### config.mk
export PLATFORM = sky130hd
export DESIGN_NAME = step_cpu_core
export DESIGN_NICKNAME = d
export VERILOG_FILES = /design/src/rtl/step_cpu_pkg.sv /design/src/rtl/step_cpu_alu.sv /design/src/rtl/step_cpu_core.sv
export SDC_FILE = /design/constraint.sdc
export NUM_CORES = 1
export LEC_CHECK = 0
export BUFFER_PORTS_ARGS = -buffer_cell sky130_fd_sc_hd__buf_2
export CAP_MARGIN = 20
export CORE_ASPECT_RATIO = 0.8
export CORE_MARGIN = 10
export CORE_UTILIZATION = 45
export DETAILED_ROUTE_END_ITERATION = 6
export GPL_TIMING_DRIVEN = 0
export PLACE_DENSITY = 0.6
export SYNTH_ARGS = -nofsm -noshare
export SYNTH_HDL_FRONTEND = slang
export SYNTH_SLANG_ARGS = --single-unit
### constraint.sdc
create_clock -name clk -period 6.1 [get_ports clk]
set_clock_uncertainty 0.1 [all_clocks]
set_input_delay 0.915 -clock clk [delete_from_list [all_inputs] [get_ports clk]]
set_output_delay 0.915 -clock clk [all_outputs]
set_load 0.05 [all_outputs]
### src/rtl/step_cpu_pkg.sv
// Shared definitions for the single-step teaching CPU: opcodes, FSM states and flag bit positions.
package step_cpu_pkg;

    localparam logic [3:0] OP_NOP = 4'h0;
    localparam logic [3:0] OP_ADD = 4'h1;
    localparam logic [3:0] OP_SUB = 4'h2;
    localparam logic [3:0] OP_AND = 4'h3;
    localparam logic [3:0] OP_OR  = 4'h4;
    localparam logic [3:0] OP_XOR = 4'h5;
    localparam logic [3:0] OP_MOV = 4'h6;
    localparam logic [3:0] OP_INC = 4'h7;
    localparam logic [3:0] OP_DEC = 4'h8;
    localparam logic [3:0] OP_SHL = 4'h9;
    localparam logic [3:0] OP_SHR = 4'hA;
    localparam logic [3:0] OP_CMP = 4'hB;

    // Positions inside the {N, C, Z} flag register.
    localparam int FLAG_Z  = 0;
    localparam int FLAG_C  = 1;
    localparam int FLAG_N  = 2;
    localparam int FLAGS_W = 3;

    typedef enum logic [1:0] {
        ST_IDLE  = 2'd0,
        ST_FETCH = 2'd1,
        ST_EXEC  = 2'd2,
        ST_WB    = 2'd3
    } state_t;

endpackage

### src/rtl/step_cpu_alu.sv
// Combinational ALU: computes the result, carry/borrow/shift-out bit and whether the op writes
// a register or updates the flags.
module step_cpu_alu
    import step_cpu_pkg::*;
#(
    parameter int DATA_W = 8
) (
    input  logic [3:0]        op,
    input  logic [DATA_W-1:0] a,
    input  logic [DATA_W-1:0] b,
    output logic [DATA_W-1:0] result,
    output logic              carry,
    output logic              wr_en,
    output logic              flag_en
);

    always_comb begin
        // NOTE: every output gets a default first so no path through the case infers a latch.
        result  = a;
        carry   = 1'b0;
        wr_en   = 1'b1;
        flag_en = 1'b1;
        case (op)
            OP_ADD: {carry, result} = {1'b0, a} + {1'b0, b};
            OP_SUB: begin
                result = a - b;
                carry  = (a < b);
            end
            OP_AND: result = a & b;
            OP_OR:  result = a | b;
            OP_XOR: result = a ^ b;
            OP_MOV: result = b;
            OP_INC: {carry, result} = {1'b0, a} + {{DATA_W{1'b0}}, 1'b1};
            OP_DEC: begin
                result = a - DATA_W'(1);
                carry  = (a == '0);
            end
            OP_SHL: begin
                result = {a[DATA_W-2:0], 1'b0};
                carry  = a[DATA_W-1];
            end
            OP_SHR: begin
                result = {1'b0, a[DATA_W-1:1]};
                carry  = a[0];
            end
            OP_CMP: begin
                result = a - b;
                carry  = (a < b);
                wr_en  = 1'b0;
            end
            // NOP and the reserved opcodes touch neither registers nor flags.
            default: begin
                wr_en   = 1'b0;
                flag_en = 1'b0;
            end
        endcase
    end

endmodule

### src/rtl/step_cpu_core.sv
// Four-state single-step CPU: IDLE -> FETCH -> EXEC -> WB, one instruction per step pulse.
// r0 doubles as the program counter and r[NREGS-1] drives the display.
module step_cpu_core
    import step_cpu_pkg::*;
#(
    parameter int  DATA_W  = 8,
    parameter int  NREGS   = 4,
    localparam int REG_AW  = $clog2(NREGS),
    localparam int INSTR_W = 4 + 2 * REG_AW
) (
    input  logic               clk,
    input  logic               rst_n,
    input  logic               step,
    input  logic [INSTR_W-1:0] instr,
    output logic [DATA_W-1:0]  pc,
    output logic [DATA_W-1:0]  disp,
    output logic [FLAGS_W-1:0] flags,
    output logic               busy,
    output logic               done
);

    state_t              state;
    logic                armed;
    logic [INSTR_W-1:0]  instr_q;
    logic [DATA_W-1:0]   regs [NREGS];
    logic [DATA_W-1:0]   res_q;
    logic                wr_q;
    logic [FLAGS_W-1:0]  flags_q;

    logic [3:0]          op;
    logic [REG_AW-1:0]   dst;
    logic [REG_AW-1:0]   src;
    logic [DATA_W-1:0]   alu_res;
    logic                alu_carry;
    logic                alu_wr;
    logic                alu_flag;

    assign op  = instr_q[3:0];
    assign dst = instr_q[3+REG_AW:4];
    assign src = instr_q[INSTR_W-1:4+REG_AW];

    step_cpu_alu #(.DATA_W(DATA_W)) u_alu (
        .op      (op),
        .a       (regs[dst]),
        .b       (regs[src]),
        .result  (alu_res),
        .carry   (alu_carry),
        .wr_en   (alu_wr),
        .flag_en (alu_flag)
    );

    // armed stays low for the first edge after reset so a step already present then is dropped.
    always_ff @(posedge clk or negedge rst_n) begin
        if (!rst_n) begin
            state   <= ST_IDLE;
            armed   <= 1'b0;
            instr_q <= '0;
            res_q   <= '0;
            wr_q    <= 1'b0;
            flags_q <= '0;
            busy    <= 1'b0;
            done    <= 1'b0;
        end else begin
            // NOTE: non-blocking assignments make every register see pre-edge values, as hardware does.
            armed <= 1'b1;
            done  <= 1'b0;
            case (state)
                ST_IDLE: begin
                    if (step && armed) begin
                        state <= ST_FETCH;
                        busy  <= 1'b1;
                    end
                end
                ST_FETCH: begin
                    instr_q <= instr;
                    state   <= ST_EXEC;
                end
                ST_EXEC: begin
                    res_q <= alu_res;
                    wr_q  <= alu_wr;
                    if (alu_flag) begin
                        flags_q[FLAG_N] <= alu_res[DATA_W-1];
                        flags_q[FLAG_C] <= alu_carry;
                        flags_q[FLAG_Z] <= (alu_res == '0);
                    end
                    state <= ST_WB;
                    done  <= 1'b1;
                end
                default: begin
                    state <= ST_IDLE;
                    busy  <= 1'b0;
                end
            endcase
        end
    end

    // A write to r0 replaces the automatic program-counter increment.
    always_ff @(posedge clk or negedge rst_n) begin
        if (!rst_n) begin
            // NOTE: the register file is a handful of flops, not a RAM, so it is cleared on reset.
            for (int i = 0; i < NREGS; i++) begin
                regs[i] <= '0;
            end
        end else if (state == ST_WB) begin
            for (int i = 0; i < NREGS; i++) begin
                if (wr_q && (dst == REG_AW'(i))) begin
                    regs[i] <= res_q;
                end else if (i == 0) begin
                    regs[i] <= regs[i] + DATA_W'(1);
                end
            end
        end
    end

    assign pc    = regs[0];
    assign disp  = regs[NREGS-1];
    assign flags = flags_q;

endmodule

Yosys cells after proc, flatten, opt, wreduce, memory -nomap -nowiden:

Cells that the tools add are included.
Widths: inputs -> output; s select.

* $add $sub $neg: 5
* multiply operators: 0
* divide/modulo/power cells: 0
* $lt $le $gt $ge: 3
* eq/ne operators: 18
* shift operators: 0
* mux-type cells: 16
* bitwise logic cells: 6
* reductions and logical operators: 18

Operators with widths (count)
* $pmux 8 s10: 1
* $mux 8: 5
* $bmux 8 s2: 2
* $eq 4x3->1 const B: 4
* $eq 4x4->1 const B: 4
* $logic_not 8->1: 2
* $reduce_or 11->1: 1
* $reduce_and 2->1: 5
* $reduce_or 10->1: 1
* $add 8x1->9 const B: 1
* $add 8x8->9: 1
* $add 8x1->8 const B: 1
* $and 8x8->8: 1
* $eq 2x2->1 const B: 4
* $eq 4x2->1 const B: 2
* $lt 8x8->1: 1
* $or 8x8->8: 1
* $sub 8x1->8 const B: 1
* $sub 8x8->8: 1
* $xor 8x8->8: 1
* $ge 3x3->1 const B: 2
* $not 2->3: 2
* $pmux 1 s6: 1
* $pmux 2 s3: 1
* other kinds (10): 20

* register bits: 57
* latch bits: 0
* memory bits (writable): 0
* ROM bits: 0
* input bits: 11
* output and inout bits: 21
* word-level logic and storage cells: 78
* memories: 0

Longest topological paths before layout:

* depth after elaboration: 7
* depth in mapped cells: 16
* gate-level depth less buffers: 13

Hierarchy:

Synthesis repeated with hierarchy kept, for this count alone.

* cell total of the unflattened synthesis: 507
* area, all modules: 4895.9 µm²

Modules (own cells, without submodules)
* step_cpu_core: times used 1, cells an instance 215, area each 2975.4 µm², seq. area each 1426.4 µm²
* step_cpu_alu: times used 1, cells an instance 292, area each 1920.6 µm², seq. area each 0.0 µm²

Worst setup path after synthesis:

Ideal clock, no wire load.

* kind: flip-flop to flip-flop
* start point: reg instr_q[4]
* end point: reg flags_q[0] (netlist: flags[0])
* library setup time: 0.126 ns
* arrival: 3.269 ns
* data required time: 5.874 ns
* slack: 2.605 ns
* cell stages (with the launch flop): 15
* cells stage by stage: dfrtp_1 -> buf_6 -> buf_6 -> mux4_2 -> buf_4 -> ha_1 -> fa_1 -> a21o_1 -> a21oi_1 -> mux2_2 -> o2111ai_1 -> nor4_1 -> and3_1 -> o311ai_1 -> o41ai_2

* longest elaborated chain between the ends: 7

Ends and longest elaborated chain
* start: declaration: RTL line step_cpu_core.sv:24 `logic [INSTR_W-1:0] instr_q;`
* start signal: assignment: RTL line step_cpu_core.sv:75 `instr_q <= instr;`
* $not 2->3 (implied by the code) *: RTL line step_cpu_core.sv:44 `.a (regs[dst]),`
* $bmux 8 s2 *: RTL line step_cpu_core.sv:44
* $mux 8 (implied by the code) * (2 in a row): RTL line step_cpu_core.sv:44
* $sub 8x8->8, or another cell as far along: RTL line step_cpu_alu.sv:26, step_cpu_alu.sv:47
* $pmux 8 s10 *: RTL line step_cpu_alu.sv:23 `case (op)`
* $logic_not 8->1 *: RTL line step_cpu_core.sv:84 `flags_q[FLAG_Z] <= (alu_res == '0);`
* end signal: indexed assignment: RTL line step_cpu_core.sv:82 `flags_q[FLAG_N] <= alu_res[DATA_W-1];`
* end signal: indexed assignment: RTL line step_cpu_core.sv:83 `flags_q[FLAG_C] <= alu_carry;`
* end signal: indexed assignment: RTL line step_cpu_core.sv:84
* end: declaration: RTL line step_cpu_core.sv:28 `logic [FLAGS_W-1:0] flags_q;`

Mark *: on every way between the ends. The rest lies on a longest branch, timed or not. The select of a mux whose other input is x is not followed.
A chain may end at the register's enable or synchronous reset.

Worst setup path in the final report:

Same ends and word-level chain as after synthesis.

==> summary.txt <==
GRT
  • Largest net degree at the start of global routing: 37
  • GRT Residual Overflow: 0
  • GRT Util Overall: 16.97%
  • Initial antenna violation count: 0
  • Vias in the first global route: 3842
  • First-pass GRT wire length: 20870 um

Run status
  • Status: finished, final reports clean

Floorplan
  • Die Area: 15160 um2
  • Core ar.: 10320 um2
  • Row count: 33
  • Die H: 112.1 um
  • Die Wd: 135.2 um
  • Ports: 32
  • Initial Util: 46.27%

Clock tree
  • Clk Latency, worst-skew pair: 0.32 ns
  • Setup Fix Bufs, Post-CTS: 0
  • Post-cts resize count: 0
  • Clock-pin slew on the worst setup and hold paths: 0.05 ns
  • Total CTS buffers: 9
  • CTS tree: built
  • Htree depth: 3
  • Num Clock Sinks: 57
  • CTS Buffer Depth: 2
  • Hold-fix buffers, CTS: 0
  • Clock root buffer: clkbuf_16

Worst setup path
  • Most frequent CP cell: buf_6
  • WP data arrival: 4.17 ns
  • Critical Path Source Type: flop
  • Critical path startpoint: instr_q[4]
  • Max stage delay on crit path: 0.52 ns
  • Critical path fanouts, max: 11
  • Slowest-stage cell, CP: mux4_2
  • Worst reg2reg setup slack: 2.02 ns
  • Reg-to-reg startpoint: instr_q[4]
  • Critical path class: reg -> reg
  • Crit path cell chain: buf_6 > buf_6 > mux4_2 > buf_4 > ha_1 > fa_1 > a21o_1 > a21oi_1 > mux2_2 > o2111ai_1 > nor4_1 > and3_1 > o311ai_1 > o41ai_2
  • Setup crit end kind: flop
  • Buffer and inverter count on the worst path: 3
  • Delay-heaviest family, CP: compound AO/OA/AOI/OAI gates
  • Critical Path RT: 6.19 ns

Drt
  • Via density: 5.891
  • Via count: 4118
  • Detailed Route Iter0 Violations: 413
  • WL final: 12810 um
  • Wire per inst: 18.33 um
  • Final ANT Viol Nets: 0
  • Drt drc: 0
  • DR pass1 iterations: 5

Timing
  • Period utilization: 66.94%
  • Slew headroom: 40.02%
  • RSZ-0062 raised after global routing: false
  • Worst Tran Pin Value: 0.8973 ns
  • Final setup viols: 0
  • Hold_ws: 0.3787 ns
  • Fmax: 0.2449 GHz
  • Min Tclk post-route: 4.084 ns
  • Setup tns final: 0 ns
  • Fin. Hold Viols: 0
  • Slew Limit Fails: 0

Yosys
  • Yosys warns: 0
  • Post-synth EDFFs: 0
  • Sequential share of the synthesized area: 29.87%
  • FF+latch count, synth: 57
  • Commonest register cell after synthesis: dfrtp_1
  • Post-Syn Nets: 557
  • Synth async-reset ratio: 100.0%
  • Syn_area_per_cell: 9.364 um2
  • Post-Syn Area: 4776 um2
  • Cells after Synth: 510
  • Synth cell types: 70

Layout
  • Layout cells sized above 1: 24.15%
  • Most common cell after layout, fill and taps aside: dfrtp_1
  • Antenna fix cells: 0
  • Final-stage net count: 601
  • Finished Layout Cells: 699
  • Area grow syn2layout: 13.52%
  • Most frequent cells in the layout: dfrtp_1, nand2_1, buf_2

Place
  • Port Buffers: 31
  • Placed Cells: 683
  • GP Congestion: 0.8837
  • DP Wirelength: 10190 um

Job
  • Max-Cap Viols: 0

Min path
  • Worst Hold Class: reg -> reg
  • Hold path startpoint: flags[2]
-- metal layers --
| layer | GRT usage, % | wire length, um |
|---|---|---|
| met1 | 25.77 | 6422 |
| met2 | 24.24 | 5454 |
| met3 | 3.387 | 813 |
| met4 | 3.080 | 123 |
| met5 | 0 | 0 |
-- state kept, by name (all words and copies together) (netlist names) --
name	cells
done	1
state	2
wr_q	1
res_q	8
regs	16
armed	1
instr_q	8
disp	8
pc	8
busy	1
flags	3
-- cell usage after synthesis, types with 5 or more instances --
cell type | instances | area share, %
buf_2 | 9 | 0.94
xor2_1 | 5 | 0.92
dfrtp_1 | 57 | 30
a22oi_1 | 8 | 1.3
nand2b_1 | 5 | 0.65
a221oi_1 | 7 | 1.3
nor2_1 | 25 | 2.0
o211ai_1 | 5 | 0.79
clkbuf_1 | 19 | 1.5
inv_1 | 27 | 2.1
o21ai_1 | 7 | 0.73
o22ai_1 | 6 | 0.79
mux2_2 | 35 | 8.3
nand2_1 | 50 | 3.9
nor2b_1 | 7 | 0.92
nand3_1 | 17 | 1.8
a21oi_1 | 35 | 3.7
buf_4 | 17 | 2.7
and3_1 | 7 | 0.92
ha_1 | 34 | 8.9
o31ai_1 | 5 | 0.79
o21ai_0 | 14 | 1.5
xnor2_1 | 8 | 1.5
mux4_2 | 16 | 7.5
nor3_1 | 6 | 0.63
-- cells by family (layout without fill, tap and decap cells) --
| logic type | after synthesis | after routing | share of synthesized area (%) |
|---|---|---|---|
| AOI/OAI and AO/OA | 128 | 128 | 18.39 |
| xor gates and xnor gates | 13 | 13 | 2.384 |
| adders and majority gates | 36 | 36 | 9.746 |
| buffers and inverters | 79 | 128 | 8.253 |
| DFF | 57 | 57 | 29.87 |
| muxes | 53 | 53 | 16.24 |
| other | 1 | 1 | 0.07852 |
| and+or+nand+nor | 143 | 143 | 15.04 |
-- area by class of cell --
| cell class | instances | area [um2] |
|---|---|---|
| fill | 977 | 4901 |
| sequential | 57 | 1426 |
| multi-input combinational | 374 | 2955 |
| tap | 140 | 175.2 |
| inverter | 29 | 108.9 |
| buffer | 50 | 285.3 |
| timing repair buffer | 33 | 180.2 |
| clock buffer | 13 | 250.2 |
| clock inverter | 3 | 40.04 |
-- tightest hold or removal path, stage by stage, from the launching register on --
cell and delay [ns]:
dfrtp_1 0.33, nand2_1 0.05, o21ai_1 0.06
-- path summary, 6_finish.rpt --
path                                   end  depth (start not counted)
worst max-delay path              flags[0]                         14
worst min register to register    flags[2]                          2
worst min-delay path              flags[2]                          2
worst max register to register    flags[0]                         14
min in group asynchronous         flags[1]                          1
max in group asynchronous       instr_q[1]                          2
-- through the flow --
step / utilization, % / worst slack (ns) / area [um2]
floorplan: - / 2.605 / 4776
global placement: 49.47 / 2.107 / 5106
detailed placement: 49.71 / 2.057 / 5131
CTS: 52.52 / 2.032 / 5421
global route: 52.52 / 1.758 / 5421
finish: 52.52 / 2.016 / 5421
Power is left out: the tool's default activity adds up to more than one toggle a clock period on the data nets, which glitch-free logic cannot reach.
